==> config.mk <==
export PLATFORM = sky130hd
export DESIGN_NAME = prog_loader
export DESIGN_NICKNAME = d
export VERILOG_FILES = /design/src/rtl/prog_loader.sv
export SDC_FILE = /design/constraint.sdc
export NUM_CORES = 1
export LEC_CHECK = 0
export BUFFER_PORTS_ARGS = -buffer_cell sky130_fd_sc_hd__buf_2
export CAP_MARGIN = 20
export CORE_MARGIN = 2
export CORE_UTILIZATION = 50
export DETAILED_ROUTE_END_ITERATION = 16
export GPL_TIMING_DRIVEN = 0
export PLACE_DENSITY_LB_ADDON = 0.25
export SLEW_MARGIN = 40
export SYNTH_ARGS = -nofsm -noshare
export SYNTH_HDL_FRONTEND = slang
export SYNTH_SLANG_ARGS = --single-unit
==> constraint.sdc <==
create_clock -name clk -period 1.9 [get_ports clk]
set_clock_uncertainty 0.1 [all_clocks]
set_input_delay 0.38 -clock clk [delete_from_list [all_inputs] [get_ports clk]]
set_output_delay 0.38 -clock clk [all_outputs]
set_load 0.01 [all_outputs]
==> src/rtl/prog_loader.sv <==
// prog_loader: byte-stream program loader for the CPU instruction memory.
// Receives a big-endian length header followed by big-endian 16-bit words,
// writes each word to consecutive byte addresses starting at BASE_ADDR and
// keeps the CPU in reset until the whole image has landed.
// Optional build macro: PROG_LOADER_CKSUM_EN adds a trailing XOR checksum byte.
//
// state   | meaning
// --------+-----------------------------------------------------------
// IDLE    | after reset, waiting for start, CPU held
// LEN_HI  | waiting for length high byte
// LEN_LO  | waiting for length low byte, range-checks the length
// DATA_HI | waiting for instruction word high byte
// DATA_LO | waiting for instruction word low byte
// WRITE   | one-cycle write strobe to instruction memory
// CKSUM   | (checksum builds only) waiting for the XOR checksum byte
// DONE    | image complete, CPU released
// ERR     | load aborted, CPU held
module prog_loader #(
  parameter logic [15:0] BASE_ADDR = 16'h0000,
  parameter int          MAX_WORDS = 256
) (
  input  logic        clk,
  input  logic        reset,
  input  logic        start,
  input  logic        rx_valid,
  input  logic [7:0]  rx_data,
  output logic        rx_ready,
  output logic [15:0] im_addr,
  output logic [15:0] im_wdata,
  output logic        im_we,
  output logic        cpu_hold,
  output logic        busy,
  output logic        done,
  output logic        error,
  output logic [15:0] words_loaded
);

  // 17 bits so a MAX_WORDS of 65536 still compares correctly against a 16-bit length
  localparam logic [16:0] MAX_LEN = 17'(MAX_WORDS);

  typedef enum logic [3:0] {
    S_IDLE,
    S_LEN_HI,
    S_LEN_LO,
    S_DATA_HI,
    S_DATA_LO,
    S_WRITE,
`ifdef PROG_LOADER_CKSUM_EN
    S_CKSUM,
`endif
    S_DONE,
    S_ERR
  } state_t;

  state_t      state_q, state_d;
  logic [15:0] len_q;
  logic [15:0] word_q;
  logic [15:0] addr_q;
  logic [15:0] count_q;
  logic [15:0] count_inc;
  logic [15:0] len_rx;
  logic        rx_fire;
  logic        start_ok;
`ifdef PROG_LOADER_CKSUM_EN
  logic [7:0]  cksum_q;
`endif

  assign rx_fire      = rx_valid && rx_ready;
  assign start_ok     = start && ((state_q == S_IDLE) || (state_q == S_DONE) ||
                                  (state_q == S_ERR));
  assign count_inc    = count_q + 16'd1;
  // full length as it will be once the low byte currently on the bus is taken
  assign len_rx       = {len_q[15:8], rx_data};
  assign im_addr      = addr_q;
  assign im_wdata     = word_q;
  assign words_loaded = count_q;

  // State register; reset abandons any load in flight
  always_ff @(posedge clk or negedge reset) begin
    if (!reset) begin
      state_q <= S_IDLE;
    end else begin
      state_q <= state_d;
    end
  end

  // Next-state decode and state-derived outputs
  always_comb begin
    state_d  = state_q;
    rx_ready = 1'b0;
    im_we    = 1'b0;
    busy     = 1'b1;
    cpu_hold = 1'b1;
    done     = 1'b0;
    error    = 1'b0;
    case (state_q)
      S_IDLE: begin
        busy = 1'b0;
        if (start) state_d = S_LEN_HI;
      end
      S_LEN_HI: begin
        rx_ready = 1'b1;
        if (rx_valid) state_d = S_LEN_LO;
      end
      S_LEN_LO: begin
        rx_ready = 1'b1;
        if (rx_valid) begin
          if (len_rx == 16'd0) begin
`ifdef PROG_LOADER_CKSUM_EN
            state_d = S_CKSUM;
`else
            state_d = S_DONE;
`endif
          end else if ({1'b0, len_rx} > MAX_LEN) begin
            state_d = S_ERR;
          end else begin
            state_d = S_DATA_HI;
          end
        end
      end
      S_DATA_HI: begin
        rx_ready = 1'b1;
        if (rx_valid) state_d = S_DATA_LO;
      end
      S_DATA_LO: begin
        rx_ready = 1'b1;
        if (rx_valid) state_d = S_WRITE;
      end
      S_WRITE: begin
        im_we = 1'b1;
        if (count_inc == len_q) begin
`ifdef PROG_LOADER_CKSUM_EN
          state_d = S_CKSUM;
`else
          state_d = S_DONE;
`endif
        end else begin
          state_d = S_DATA_HI;
        end
      end
`ifdef PROG_LOADER_CKSUM_EN
      S_CKSUM: begin
        rx_ready = 1'b1;
        if (rx_valid) state_d = (rx_data == cksum_q) ? S_DONE : S_ERR;
      end
`endif
      S_DONE: begin
        busy     = 1'b0;
        cpu_hold = 1'b0;
        done     = 1'b1;
        if (start) state_d = S_LEN_HI;
      end
      S_ERR: begin
        busy  = 1'b0;
        error = 1'b1;
        if (start) state_d = S_LEN_HI;
      end
      default: begin
        state_d = S_IDLE;
      end
    endcase
  end

  // Length, word assembly, address and word-count datapath
  always_ff @(posedge clk or negedge reset) begin
    if (!reset) begin
      len_q   <= 16'd0;
      word_q  <= 16'd0;
      addr_q  <= BASE_ADDR;
      count_q <= 16'd0;
    end else if (start_ok) begin
      addr_q  <= BASE_ADDR;
      count_q <= 16'd0;
    end else begin
      case (state_q)
        S_LEN_HI:  if (rx_fire) len_q[15:8]  <= rx_data;
        S_LEN_LO:  if (rx_fire) len_q[7:0]   <= rx_data;
        S_DATA_HI: if (rx_fire) word_q[15:8] <= rx_data;
        S_DATA_LO: if (rx_fire) word_q[7:0]  <= rx_data;
        S_WRITE: begin
          addr_q  <= addr_q + 16'd2;
          count_q <= count_inc;
        end
        default: ;
      endcase
    end
  end

`ifdef PROG_LOADER_CKSUM_EN
  // Running XOR over data bytes only; header bytes are not part of the sum
  always_ff @(posedge clk or negedge reset) begin
    if (!reset) begin
      cksum_q <= 8'd0;
    end else if (start_ok) begin
      cksum_q <= 8'd0;
    end else if (rx_fire && ((state_q == S_DATA_HI) || (state_q == S_DATA_LO))) begin
      cksum_q <= cksum_q ^ rx_data;
    end
  end
`endif

endmodule

* Word-level counts from Yosys, hierarchy flattened
Cells that the tools add are included.
** Storage, ports and cells
- Register bits :: 68
- Output and inout bits :: 54
- Logic and storage cells :: 57
** Operators by class
- Add/subtract/negate cells :: 2
- Magnitude comparators :: 1
- Equal/unequal tests :: 13
- Muxes and demuxes :: 19
- Bitwise operators :: 1
- Reductions and logical operators :: 14
** Operator list (number)
- 16-bit 2-to-1 mux :: 4
- 4-bit one-hot mux with 6 select lines :: 1
- 4-bit 2-to-1 mux :: 5
- 16-bit by 1-bit adder with 16-bit output (second input constant) :: 1
- 16-bit by 2-bit adder with 16-bit output (second input constant) :: 1
- 16-bit == test :: 1
- 4-bit by 3-bit == test with 1-bit output (second input constant) :: 4
- 16-bit by 9-bit greater-than comparator with 1-bit output (second input constant) :: 1
- 16-bit zero test :: 1
- 3-bit AND reduction :: 4
- 3-bit 2-to-1 mux :: 3
- 4-bit by 2-bit == test with 1-bit output (second input constant) :: 2
- 2-bit != test (second input constant) :: 4
- 1-bit 2-to-1 mux :: 6
- 5-bit AND reduction :: 1
- 4-bit by 1-bit == test with 1-bit output (second input constant) :: 1
- 4-bit zero test :: 1
- 4-bit OR reduction :: 1
- 3-bit OR reduction :: 1
- 1-bit logical AND :: 2
- 1-bit logical OR :: 2
- 2-bit by 1-bit != test with 1-bit output (second input constant) :: 1
- 2-bit nonzero test :: 1
- 1-bit inverter :: 1

* Depth between registers and ports, before layout
- Depth in word-level cells :: 6
- Gate-level depth with buffers :: 8

* Least setup slack after synthesis
No wires, ideal clock.
- Path kind :: register -> register
- Start :: register count_q[2] (netlist: words_loaded[2])
- End :: register state_q[0]
- Library setup time :: 132 ps
- Arrival time :: 1749 ps
- Data required time :: 1668 ps
- Path slack :: -81 ps
- Cell stages (with the launch flop) :: 8
- Path through :: dfrtp_1 buf_2 nand3_2 nor4_4 xnor2_1 o21ai_0 nor4_2 a31oi_1
** On the way
- Cells in the longest elaborated chain, start to end :: 4
** RTL lines
- from (decl) :: RTL line 59 : logic [15:0] count_q;
- from (signal assigned) :: RTL line 182 : count_q <= count_inc;
- 16-bit by 1-bit adder with 16-bit output :: RTL line 71 : assign count_inc = count_q + 16'd1;
- 16-bit == test :: RTL line 131 : if (count_inc == len_q) begin
- 3-bit 2-to-1 mux :: RTL line 131
- 4-bit one-hot mux with 6 select lines :: RTL line 96 : case (state_q)
- to (signal assigned) :: RTL line 83 : state_q <= state_d;
- to (decl) :: RTL line 55 : state_t state_q, state_d;
No other way between the ends.
A chain may end at the register's enable or synchronous reset.

* Worst setup path after layout
- Start :: register count_q[0] (netlist: words_loaded[0])
- End :: register state_q[2]
Same word-level chain as after synthesis.

==> results.md <==
Status:
- The flow ran to the end, but the final reports show violations.
- The checks that failed: setup timing.

Clock network:
- At the later pin of the worst-skew pair, clock insertion delay measures approximately 0.35 ns.
- The CTS tree is done.
- The clock buffer count from CTS is 9.
- The number of buffers on the longest clock path is 2.
- After clock tree synthesis, the clock-pin slew on the worst setup and hold paths is 0.08 ns.
- CTS placed an instance of sky130_fd_sc_hd__clkbuf_8 at the clock tree root.
- The H-tree generated during clock tree synthesis spans 3 levels.
- The number of clock sinks seen by CTS is 66.

Critical path:
- Traced cell by cell, the critical path runs through buf_6, nand3_4, buf_6, a2111oi_4, nand2_2, nor4_4, a31o_1.
- The type of the setup path with the least slack is register to register.
- For this design, the slowest cell found on the critical path is sky130_fd_sc_hd__dfrtp_2.
- The peak fanout along the critical path is 6.
- At the worst endpoint, the required time is about 2.1 ns.
- On the worst path, the slowest cell contributes a delay of 0.40 ns.
- The cell occurring most often along the worst timing path is sky130_fd_sc_hd__buf_6.
- The type of destination of the critical path is a register.
- STA classifies the critical path startpoint as a register.
- The data arrival time of the critical path is 2.15 ns.

Detailed routing:
- The number of DRC markers after the initial detailed-route iteration is around 190.
- The number of nets with antenna violations after detailed routing is 0.
- Wires add up to 8.92 mm.
- The average wire per cell in the routed design is 16.3 um.
- The length of the first detailed-routing pass in iterations is 4.
- The via count of the routed design is roughly 3000.
- The post-detailed-route via-to-cell ratio is 5.57.
- After detailed routing, the number of remaining DRC violations is 0.

STA:
- The number of pins with negative max-slew slack in the final report came to 0.
- Setup violations remaining at the end of the flow were counted as 3.
- The number of failing hold endpoints at the final stage was 0.
- The worst path in the final design needs a cycle of 1.96 ns, including I/O delays and setup.
- Dividing the final minimum period by the clock period gives 1.03.
- Once routing completed, OpenROAD measured the worst setup slack at -0.0632 ns.
- Setup repair after global routing could not meet its margin everywhere.
- For this run, the top clock speed supported by timing is 509 MHz.

Die:
- The starting density of the core is 0.518.
- The core region is 6830 um^2.
- Row generation in the floorplan step produced 30 rows.
- For this design the top-level I/O count stands at 66.
- The height of the chip is around 88 um.
- The die outline width is approximately 88 um.
- The die covers about 7800 um^2.

Placement:
- The HPWL after detailed placement is 6.03 mm.
- The standard cell area after detailed placement is 4040 um^2.
- During placement, the flow inserted port buffers numbering 64.
- The weighted congestion at the end of routability-driven global placement is about 0.87.

Logic synthesis:
- The predominant post-synthesis flop cell is sky130_fd_sc_hd__dfrtp_1.
- The mapped netlist covers 3540 um^2.
- The fraction of registers with async set/reset is 1.00.
- The synthesized design contains 0 enable-type register cells.
- The synthesized instance count is around 350.
- The mean post-synth cell area is around 10 um^2.
- The flop and latch count out of synthesis is 66.
- The fraction of the yosys area taken by sequential cells is 0.467.
- The count of cell types in the netlist is 51.
- The number of nets in the synthesized netlist is approximately 360.
- For this run, the number of Yosys warnings is 0.

Pwr:
- For this design the static power due to leakage is 2.23 nW.
- The worst-case vdd ir drop is 0.761 mV.
- In this run the power density over the cells is 1310 nW/um^2.

Worst hold path:
- The type of the tightest min-delay check is input pin to register.

Global routing:
- The pin count of the biggest net entering global routing is 41.
- The number of antenna violations at the first check in global routing is 0.
- The via count of the first global-routing pass is around 3000.
- Global routing finished with a remaining overflow of 0.
- The first global-routing pass estimated 14.7 mm of wire.
- Across every metal layer, demand over resource in global routing totals 0.248.

Finish:
- The top cell types in the final layout, fill and taps aside, are sky130_fd_sc_hd__buf_2 (65), sky130_fd_sc_hd__dfrtp_1 (59), sky130_fd_sc_hd__mux2_2 (35), sky130_fd_sc_hd__nor2_1 (30), sky130_fd_sc_hd__nand2_1 (28).
- In the final layout, the share of cells above drive strength 1 is 0.433.
- Leaving out fill and tap cells, the most frequent cell in the layout is sky130_fd_sc_hd__buf_2.
- The area growth from synthesis to layout is 32.5%.
- The number of nets at the end of the flow is 459.
- The finished cells cover 4690 um^2.
- 0 antenna diodes ended up in the layout.
- The post-layout utilization of the core is 0.686.

Flow run:
- The max-cap violation count is 0.
## final timing paths
check	start	end	slack, ns	cells past startpoint
worst max-delay path	words_loaded[0]	state_q[2]	-0.06	7
worst min-delay path	rx_data[2]	im_wdata[2]	0.22	2
worst max register to register	words_loaded[0]	state_q[2]	-0.06	7
worst min register to register	im_wdata[0]	im_wdata[0]	0.41	1
max in group asynchronous	reset	words_loaded[5]	0.76	3
min in group asynchronous	reset	im_wdata[4]	0.39	2
## metrics by stage
| stage | hold WS, ns | worst slack (ns) | cells | power, mW | setup TNS [ns] |
|---|---|---|---|---|---|
| global route | 0.219 | -0.120 | 546 | 6.54 | -0.296 |
| CTS | 0.212 | -0.0112 | 544 | 6.13 | -0.0236 |
| detailed placement | 0.224 | -0.474 | 510 | 4.30 | -11.89 |
| floorplan | -0.0156 | 0.0198 | 349 | 3.62 | 0 |
| global placement | 0.382 | -0.558 | 509 | 4.22 | -12.51 |
| finish | 0.221 | -0.0632 | 546 | 6.16 | -0.125 |
## synth_stat cells, drive strengths merged (3+ instances only)
cell type,count,share of area
a21oi,12,0.017
or3,4,0.0071
nor2,37,0.040
and3,4,0.0071
nand3,13,0.020
xnor2,16,0.040
nor4,5,0.015
o31ai,5,0.011
o41ai,3,0.0074
mux2,35,0.11
nor3,6,0.012
nand2,29,0.031
clkbuf,10,0.011
a31oi,3,0.0053
nor2b,3,0.0053
dfrtp,66,0.47
nand4,8,0.020
xor2,22,0.054
inv,5,0.0053
and2,3,0.0053
buf,10,0.014
o21ai,20,0.028
and4,3,0.0074
## critical path, delay by kind of cell (launching register included)
family                 cells  cell delay [ns]
AND/OR/NAND/NOR            3             0.59
AO/OA/AOI/OAI              2             0.53
flip-flops                 1             0.40
buffers and inverters      2             0.29
## registers in the layout, summed over array words and instances, names as in the netlist
name / flops
state_q: 3
im_wdata: 16
len_q: 16
im_addr: 15
words_loaded: 16
## power by group
| part | internal, mW | total [mW] | switching (mW) |
|---|---|---|---|
| registers | 1.84 | 2.19 | 0.355 |
| clock network | 0.883 | 1.49 | 0.605 |
| logic | 1.22 | 2.48 | 1.26 |
| total | 3.94 | 6.16 | 2.22 |
## per-layer routing
metal  part of all wire  up-vias  global-route usage
met2               0.51       78               0.408
met1               0.43     1514               0.326
li1                   -     1427                   -
met3              0.047       20              0.0481
met4              0.018        0              0.0964
met5                  0        -                   0
## timing repair
action / in CTS / in global routing
hold buffers: 1 / 0
gates resized for setup: 58 / 13
endpoints found under the hold margin: 26 / 0
endpoints found under the setup margin: 62 / 23
buffers inserted: 19 / 2
pin swaps: 12 / 6
## cell type report
cell class                 count  area, um^2
fill                         528        2140
multi-input combinational    257        1950
sequential                    66        1660
timing repair buffer          87         532
buffer                        18         149
clock inverter                 7         125
clock buffer                   9         124
tap                           96         120
inverter                       6        27.5
## logic make-up after synthesis
group	synth area share
flops	0.467
fa+ha+maj	0.00707
mux	0.111
other cells	0.00106
compound gates	0.103
buf+inv	0.0311
xor+xnor	0.0940
simple gates	0.186
Power figures use the tool's default switching activity.
